--- src/rtl/combination_lock_supervisor_if.sv ---
// Signal bundle between the combination-lock supervisor and its environment
// (buttons in, datapath strobes and status out).
interface combination_lock_supervisor_if;
  logic       Btn1;
  logic       Btn2;
  logic [1:0] lock_state;
  logic       Key1;
  logic       Key2;
  logic       LockReset;
  logic       unlocked;
  logic       lockout;
  logic [3:0] fail_count;
  logic [2:0] state;

  modport master (
    input  Btn1, Btn2, lock_state,
    output Key1, Key2, LockReset, unlocked, lockout, fail_count, state
  );

  modport slave (
    output Btn1, Btn2, lock_state,
    input  Key1, Key2, LockReset, unlocked, lockout, fail_count, state
  );
endinterface

--- src/rtl/combination_lock_supervisor.sv ---
// Sequencing supervisor for the 4-state combination-lock datapath.
// Define LOCK_SUPERVISOR_LOCKOUT_EN to build the fail-lockout state and timer.
module combination_lock_supervisor #(
  parameter int MAX_FAILS      = 3,
  parameter int LOCKOUT_CYCLES = 1000,
  parameter int OPEN_CYCLES    = 500,
  parameter int CNT_W          = 16
) (
  input logic Clk,
  input logic Reset,
  combination_lock_supervisor_if.master lock_if
);

  typedef enum logic [2:0] {
    READY   = 3'd0,
    PULSE   = 3'd1,
    CHECK   = 3'd2,
    OPEN    = 3'd3,
    LOCKOUT = 3'd4
  } state_t;

  localparam logic [CNT_W-1:0] OPEN_LOAD    = CNT_W'(OPEN_CYCLES - 1);
  localparam logic [CNT_W-1:0] LOCKOUT_LOAD = CNT_W'(LOCKOUT_CYCLES - 1);
  localparam logic [3:0]       FAIL_LIMIT   = 4'(MAX_FAILS);

  // Out-of-range configurations elaborate an empty marker scope.
  if (MAX_FAILS < 1 || MAX_FAILS > 15 || LOCKOUT_CYCLES < 1 || OPEN_CYCLES < 1) begin : g_bad_config
  end

  state_t           state_q, state_d;
  logic             b1_q, b2_q;
  logic             key1_q, key1_d;
  logic             key2_q, key2_d;
  logic             lock_reset_q, lock_reset_d;
  logic             unlocked_q, unlocked_d;
  logic             lockout_q, lockout_d;
  logic [3:0]       fails_q, fails_d;
  logic [CNT_W-1:0] timer_q, timer_d;
  logic [1:0]       prev_q, prev_d;

  logic       rise1, rise2;
  logic       advanced;
  logic [3:0] fails_inc;

  assign rise1     = lock_if.Btn1 & ~b1_q;
  assign rise2     = lock_if.Btn2 & ~b2_q;
  assign advanced  = ({1'b0, lock_if.lock_state} == ({1'b0, prev_q} + 3'd1));
  assign fails_inc = (fails_q == 4'd15) ? 4'd15 : fails_q + 4'd1;

  always_ff @(posedge Clk or negedge Reset) begin
    if (!Reset) begin
      state_q      <= READY;
      b1_q         <= 1'b0;
      b2_q         <= 1'b0;
      key1_q       <= 1'b0;
      key2_q       <= 1'b0;
      lock_reset_q <= 1'b1;
      unlocked_q   <= 1'b0;
      lockout_q    <= 1'b0;
      fails_q      <= 4'd0;
      timer_q      <= '0;
      prev_q       <= 2'd0;
    end else begin
      state_q      <= state_d;
      b1_q         <= lock_if.Btn1;
      b2_q         <= lock_if.Btn2;
      key1_q       <= key1_d;
      key2_q       <= key2_d;
      lock_reset_q <= lock_reset_d;
      unlocked_q   <= unlocked_d;
      lockout_q    <= lockout_d;
      fails_q      <= fails_d;
      timer_q      <= timer_d;
      prev_q       <= prev_d;
    end
  end

  always_comb begin
    state_d      = state_q;
    key1_d       = 1'b0;
    key2_d       = 1'b0;
    lock_reset_d = 1'b0;
    fails_d      = fails_q;
    timer_d      = timer_q;
    prev_d       = prev_q;

    case (state_q)
      READY: begin
        // Simultaneous rises are ambiguous and therefore ignored.
        if (rise1 ^ rise2) begin
          key1_d  = rise1;
          key2_d  = rise2;
          prev_d  = lock_if.lock_state;
          state_d = PULSE;
        end
      end
      PULSE: state_d = CHECK;
      CHECK: begin
        if (advanced) begin
          if (lock_if.lock_state == 2'd3) begin
            state_d = OPEN;
            timer_d = OPEN_LOAD;
            fails_d = 4'd0;
          end else begin
            state_d = READY;
          end
        end else begin
          lock_reset_d = 1'b1;
          fails_d      = fails_inc;
          state_d      = READY;
`ifdef LOCK_SUPERVISOR_LOCKOUT_EN
          if (fails_inc >= FAIL_LIMIT) begin
            state_d = LOCKOUT;
            timer_d = LOCKOUT_LOAD;
          end
`endif
        end
      end
      OPEN: begin
        if (timer_q == '0) begin
          lock_reset_d = 1'b1;
          state_d      = READY;
        end else begin
          timer_d = timer_q - CNT_W'(1);
        end
      end
`ifdef LOCK_SUPERVISOR_LOCKOUT_EN
      LOCKOUT: begin
        if (timer_q == '0) begin
          fails_d = 4'd0;
          state_d = READY;
        end else begin
          timer_d = timer_q - CNT_W'(1);
        end
      end
`endif
      default: state_d = READY;
    endcase

    unlocked_d = (state_d == OPEN);
`ifdef LOCK_SUPERVISOR_LOCKOUT_EN
    lockout_d  = (state_d == LOCKOUT);
`else
    lockout_d  = 1'b0;
`endif
  end

  assign lock_if.Key1       = key1_q;
  assign lock_if.Key2       = key2_q;
  assign lock_if.LockReset  = lock_reset_q;
  assign lock_if.unlocked   = unlocked_q;
`ifdef LOCK_SUPERVISOR_LOCKOUT_EN
  assign lock_if.lockout    = lockout_q;
`else
  assign lock_if.lockout    = 1'b0;
`endif
  assign lock_if.fail_count = fails_q;
  assign lock_if.state      = state_q;

`ifndef LOCK_SUPERVISOR_LOCKOUT_EN
  logic unused_lockout;
  assign unused_lockout = lockout_q ^ (^FAIL_LIMIT) ^ (^LOCKOUT_LOAD);
`endif

endmodule

--- src/flat_wrapper.sv ---
// flat-port wrapper written by rule: the top's interface ports become plain ports
module combination_lock_supervisor_flat 
#(
  parameter int MAX_FAILS      = 3,
  parameter int LOCKOUT_CYCLES = 1000,
  parameter int OPEN_CYCLES    = 500,
  parameter int CNT_W          = 16
)
  (Clk, Reset, lock_if_Btn1, lock_if_Btn2, lock_if_lock_state, lock_if_Key1, lock_if_Key2, lock_if_LockReset, lock_if_unlocked, lock_if_lockout, lock_if_fail_count, lock_if_state);
  combination_lock_supervisor_if lock_if_i ();
  input logic Clk;
  input logic Reset;
  input wire logic [$bits(lock_if_i.Btn1)-1:0] lock_if_Btn1;
  input wire logic [$bits(lock_if_i.Btn2)-1:0] lock_if_Btn2;
  input wire logic [$bits(lock_if_i.lock_state)-1:0] lock_if_lock_state;
  output wire logic [$bits(lock_if_i.Key1)-1:0] lock_if_Key1;
  output wire logic [$bits(lock_if_i.Key2)-1:0] lock_if_Key2;
  output wire logic [$bits(lock_if_i.LockReset)-1:0] lock_if_LockReset;
  output wire logic [$bits(lock_if_i.unlocked)-1:0] lock_if_unlocked;
  output wire logic [$bits(lock_if_i.lockout)-1:0] lock_if_lockout;
  output wire logic [$bits(lock_if_i.fail_count)-1:0] lock_if_fail_count;
  output wire logic [$bits(lock_if_i.state)-1:0] lock_if_state;
  assign lock_if_i.Btn1 = lock_if_Btn1;
  assign lock_if_i.Btn2 = lock_if_Btn2;
  assign lock_if_i.lock_state = lock_if_lock_state;
  assign lock_if_Key1 = lock_if_i.Key1;
  assign lock_if_Key2 = lock_if_i.Key2;
  assign lock_if_LockReset = lock_if_i.LockReset;
  assign lock_if_unlocked = lock_if_i.unlocked;
  assign lock_if_lockout = lock_if_i.lockout;
  assign lock_if_fail_count = lock_if_i.fail_count;
  assign lock_if_state = lock_if_i.state;
  combination_lock_supervisor #(.MAX_FAILS(MAX_FAILS), .LOCKOUT_CYCLES(LOCKOUT_CYCLES), .OPEN_CYCLES(OPEN_CYCLES), .CNT_W(CNT_W)) u_core (.Clk(Clk), .Reset(Reset), .lock_if(lock_if_i));
endmodule
--- config.mk ---
export PLATFORM = sky130hd
export DESIGN_NAME = combination_lock_supervisor_flat
export DESIGN_NICKNAME = d
export VERILOG_FILES = /design/src/rtl/combination_lock_supervisor_if.sv /design/src/rtl/combination_lock_supervisor.sv /design/src/flat_wrapper.sv
export SDC_FILE = /design/constraint.sdc
export NUM_CORES = 1
export LEC_CHECK = 0
export BUFFER_PORTS_ARGS = -buffer_cell sky130_fd_sc_hd__buf_4
export CAP_MARGIN = 20
export CORE_MARGIN = 4
export CORE_UTILIZATION = 55
export DETAILED_ROUTE_END_ITERATION = 10
export GPL_TIMING_DRIVEN = 0
export PLACE_DENSITY_LB_ADDON = 0.05
export SYNTH_ARGS = -nofsm -noshare
export SYNTH_HDL_FRONTEND = slang
export SYNTH_SLANG_ARGS = --single-unit
--- constraint.sdc ---
create_clock -name Clk -period 2.3 [get_ports Clk]
set_input_delay 0.46 -clock Clk [delete_from_list [all_inputs] [get_ports Clk]]
set_output_delay 0.46 -clock Clk [all_outputs]
set_load 0.01 [all_outputs]
Word level (Yosys, flattened, before mapping)
Index checks and enable logic that the tools add are counted.
W data, S select, Z words.
{ "word_totals": {"ff_bits": 31, "input_bits": 6, "output_inout_bits": 12, "wordCells": 54} }
{ "classes": {"addsub": 3, "n_eq_ne": 11, "muxes": 19, "n_bitwise": 5, "reduce_logical": 6} }
{ "op_table": {"columns": ["op", "n"], "rows": [
  ["$mux W16", 3],
  ["$pmux W16 S2", 1],
  ["$logic_not A16 Y1", 1],
  ["$sub A16 B1 Y16 const B", 1],
  ["$mux W4", 3],
  ["$pmux W3 S4", 1],
  ["$eq A3 B2 Y1 const B", 3],
  ["$mux W1", 6],
  ["$mux W3", 2],
  ["$add A4 B1 Y4 const B", 1],
  ["$eq A4 B4 Y1 const B", 1],
  ["$mux W2", 2],
  ["$ne A2 B1 Y1 const B", 2],
  ["$ne A2 B2 Y1 const B", 2],
  ["$reduce_and A2 Y1", 2],
  ["$reduce_and A4 Y1", 1],
  ["$add A2 B1 Y3 const B", 1],
  ["$eq A2 B3 Y1", 1],
  ["$eq A3 B1 Y1 const B", 1],
  ["$logic_not A3 Y1", 1],
  ["$and A1 B1 Y1", 2],
  ["$eq A2 B2 Y1 const B", 1],
  ["$not A1 Y1", 2],
  ["$pmux W1 S2", 1],
  ["2 further kinds", 2]
]} }

Depth between registers and ports, before layout
{ "depth": {"depth_word": 6, "depth_mapped": 7, "ltp_nobuf": 7} }

Least setup slack after synthesis
OpenSTA, ideal clock, no wires.
{ "synth_path": {"path_type": "register to register", "start": "register u_core.timer_q[0]", "end": "register u_core.timer_q[1]", "setup_ns": 0.121, "arrival_ns": 1.809, "required_ns": 2.179, "path_slack_ns": 0.371, "path_stages_with_launch": 8, "path_buffers": 0, "synth_period_minus_slack_ns": 1.929, "cell_sequence": "dfrtp_1 > inv_1 > ha_1 > nor4b_1 > nand4_2 > and2_4 > or2_4 > a2bb2oi_1"} }
{ "synth_between": {"elab_chain_cells": 3, "elab_cells_between_ends": 6, "cone_classes": "add/sub: 1; eq/ne: 1; mux: 2; reduce/logical: 2"} }
{ "synth_rtl": {"columns": ["item", "line", "rtl"], "rows": [
  ["start: declaration", "combination_lock_supervisor.sv:38", "logic [CNT_W-1:0] timer_q, timer_d;"],
  ["start signal: assignment", "combination_lock_supervisor.sv:73", "timer_q <= timer_d;"],
  ["$sub A16 B1 Y16 / $logic_not A16 Y1 (equally long branches)", "combination_lock_supervisor.sv:124, combination_lock_supervisor.sv:120", null],
  ["$mux W16 / $ne A2 B2 Y1 (equally long branches)", null, null],
  ["$pmux W16 S2 / $reduce_and A4 Y1 (equally long branches)", null, null]
]} }
Several ways; a longest one is shown, not always the timed one. The select of a mux whose other input is x is not followed.
A chain may end at the register's enable or synchronous reset.

Worst setup path after layout
Ends and elaborated chain as after synthesis.

==> results.py <==
metrics = {
    "synth": {
        "synth_area_per_cell_um2": 10.5,
        "synth_top_area_share_pct": 46.9,
        "ys_seq_elements": 31,
        "synth-warning-count": 0,
        "syn_area_um2": 1600,
        "synth_cell_types": 51,
        "ys_async_sr_fraction_pct": 100,
        "synth_ff_type": "dfrtp_1",
        "yosysSeqAreaShare_pct": 48.6,
        "synth_edf_count": 0,
        "yosysTopAreaCell": "dfrtp_1",
        "yosys-top-cells-area": "dfrtp_1 (47%), ha_1 (3.9%), nand3_1 (2.8%)",
        "synth_cells": 153,
    },
    "clock_tree": {
        "cts_tree": "done",
        "cts_root_buf": "clkbuf_4",
        "cts.path.max_buffers": 2,
        "clk_latency_ps": 330,
        "postCtsSetupBuffers": 0,
        "path_clk_slew_ps": 90,
        "htreeDepth": 2,
        "post_cts_resized": 0,
        "cts_buffers": 5,
        "clock_sinks": 31,
        "ctsHoldBuffers": 0,
    },
    "layout": {
        "seq_area_um2": 777,
        "layout-drive-gt1-share_pct": 23.6,
        "num-nets-final": 188,
        "diodes": 0,
        "layout_common_cells": "dfrtp_1 (30), buf_4 (17), nor2_1 (10)",
        "synthToLayoutAreaGrowth_pct": 14.9,
        "nFillCells": 228,
        "multi_input_area_um2": 786,
        "final_common_cell": "dfrtp_1",
    },
    "global_route": {
        "use_met2_pct": 29.3,
        "groute.usage.overall_pct": 18.3,
        "grt_pass1_wl_um": 5040,
        "antenna_found_initial": 0,
        "use_met1_pct": 23.5,
        "grt_start_max_net_pins": 32,
        "grt.busiest_layer": "met2",
        "grt_pass1_vias": 1149,
        "met3_usage_pct": 7.02,
        "grt_overflow": 0,
    },
    "power": {
        "p_per_area_nw_per_um2": 805,
        "p_comb_share_pct": 23.9,
        "p_seq_share_pct": 51.4,
        "p_clk_share_pct": 24.7,
        "switching_share_pct": 32.8,
        "intPower_uw": 993,
        "p_leak_uw": 0.000769,
        "p_sw_uw": 484,
        "ir_worst_vdd_mv": 0.649,
    },
    "sta": {
        "fin_crit_sh_pct": 92.2,
        "fin_setup_tns_ps": 0,
        "relSlewSlack_pct": 60.1,
        "setup_viol": 0,
        "skew_ps": 3.87,
        "worst_pin_slew_ps": 598,
        "rsz0062_at_grt": "false",
        "min_period_ps": 2120,
        "max_freq_mhz": 472,
        "hold_viol": 0,
        "timing.hold.ws_ps": 32.1,
        "slew_viol_final": 0,
    },
    "detailed_routing": {
        "drt_iter0_markers": 35,
        "vias": 1210,
        "drc_errors": 0,
        "wl_per_cell_um": 14.4,
        "firstDrtPassIters": 5,
        "drt-total-wl_um": 3020,
        "viasPerCell": 5.79,
        "antenna_left": 0,
    },
    "place": {
        "hpwl_um": 2150,
        "io_buffers": 16,
        "gp_congestion": 0.876,
    },
    "setup_path": {
        "end_kind": "flop",
        "reg2reg_depth": 7,
        "cp_max_fo": 8,
        "cp-start-kind": "flop",
        "crit_arrival_ps": 2350,
        "cp_data_required_time_ps": 2530,
        "path_class": "flop to flop",
    },
    "floorplanning": {
        "die_area_um2": 3830,
        "die_w_um": 61.9,
        "top_level_ports": 18,
        "initial_utilization_pct": 58.0,
        "die_h_um": 61.9,
        "rows": 19,
        "core_area_um2": 2760,
    },
    "job": {
        "drv_cap": 0,
    },
    "status": {
        "status": "completed",
    },
    "hold_path": {
        "hp-class": "input port to async pin",
    },
}
## through the flow
step                cell area, um^2  instances  utilization, %  setup WS (ps)  total power [uW]
detailed placement             1760        201            63.9            151              1110
CTS                            1830        209            66.4            126              1490
global placement               1760        201            63.9            135              1090
floorplan                      1600        154               -            371               982
global route                   1840        209            66.6           60.3              1580
finish                         1840        209            66.6            180              1480
## critical path, stage by stage (launching register included)
cell,delay (ps)
dfrtp_1,410
inv_1,90
ha_1,330
nor4b_2,300
nand4_2,260
and2_4,260
or2_4,240
a2bb2oi_1,130
## flip-flops by register name, indices dropped and copies added (netlist names)
name                       flops
u_core.lock_if.unlocked        1
u_core.prev_q                  2
u_core.lock_if.fail_count      4
u_core.lock_if.state           3
u_core.lock_if.Key2            1
u_core.timer_q                16
u_core.lock_if.LockReset       1
u_core.b2_q                    1
u_core.lock_if.Key1            1
u_core.b1_q                    1
## final cells by class
type	instances	area share, %
Buffer	4	1.09
Tap cell	31	2.11
Clock buffer	8	3.75
Multi-Input combinational cell	112	42.8
Inverter	7	1.43
Timing Repair Buffer	16	6.54
Sequential cell	31	42.3
## power groups by stage
stage / clock network, uW / registers [uW] / logic, uW
2_1_floorplan: 0 / 756 / 226
4_1_cts: 378 / 755 / 355
3_5_place_dp: 0 / 763 / 351
3_3_place_gp: 0 / 760 / 326
6_report: 366 / 759 / 353
5_1_grt: 406 / 775 / 403
## worst paths after layout
check                             startpoint                           end  slack, ps
max reg2reg                u_core.timer_q[0]             u_core.timer_q[1]        180
min                                    Reset  u_core.lock_if.fail_count[1]         30
max in group asynchronous              Reset      u_core.lock_if.LockReset       1950
min reg2reg                u_core.timer_q[0]             u_core.timer_q[0]        500
min in group Clk                lock_if_Btn2                   u_core.b2_q        240
max                        u_core.timer_q[0]             u_core.timer_q[1]        180
## cells in the mapped netlist (3+ instances only)
library cell,n
a21oi_1,5
a31oi_1,3
and2_1,3
dfrtp_1,30
ha_1,5
inv_1,7
nand2_1,9
nand3_1,9
nand4_1,5
nor2_1,10
nor3_1,6
nor4_1,3
o21ai_0,5
or3_1,3
xnor2_1,5
xor2_1,3
## metal layers
layer  wire length (um)  part of all wire (%)
met2               1400                    47
met5                  0                     0
met4                 27                  0.89
met3                152                   5.0
met1               1430                    48
## logic make-up (layout without fill, tap and decap cells)
group	Yosys count	after routing	synth area share (%)
AO/OA/AOI/OAI	28	28	12.9
XOR/XNOR	8	8	4.38
adder cells (fa/ha/maj)	5	5	3.91
buffers and inverters	11	35	2.90
flip-flops	31	31	48.6
multiplexers	3	3	2.03
other	1	2	0.235
AND/OR/NAND/NOR	66	66	25.0
No activity file was read; power rests on OpenSTA's default activity.
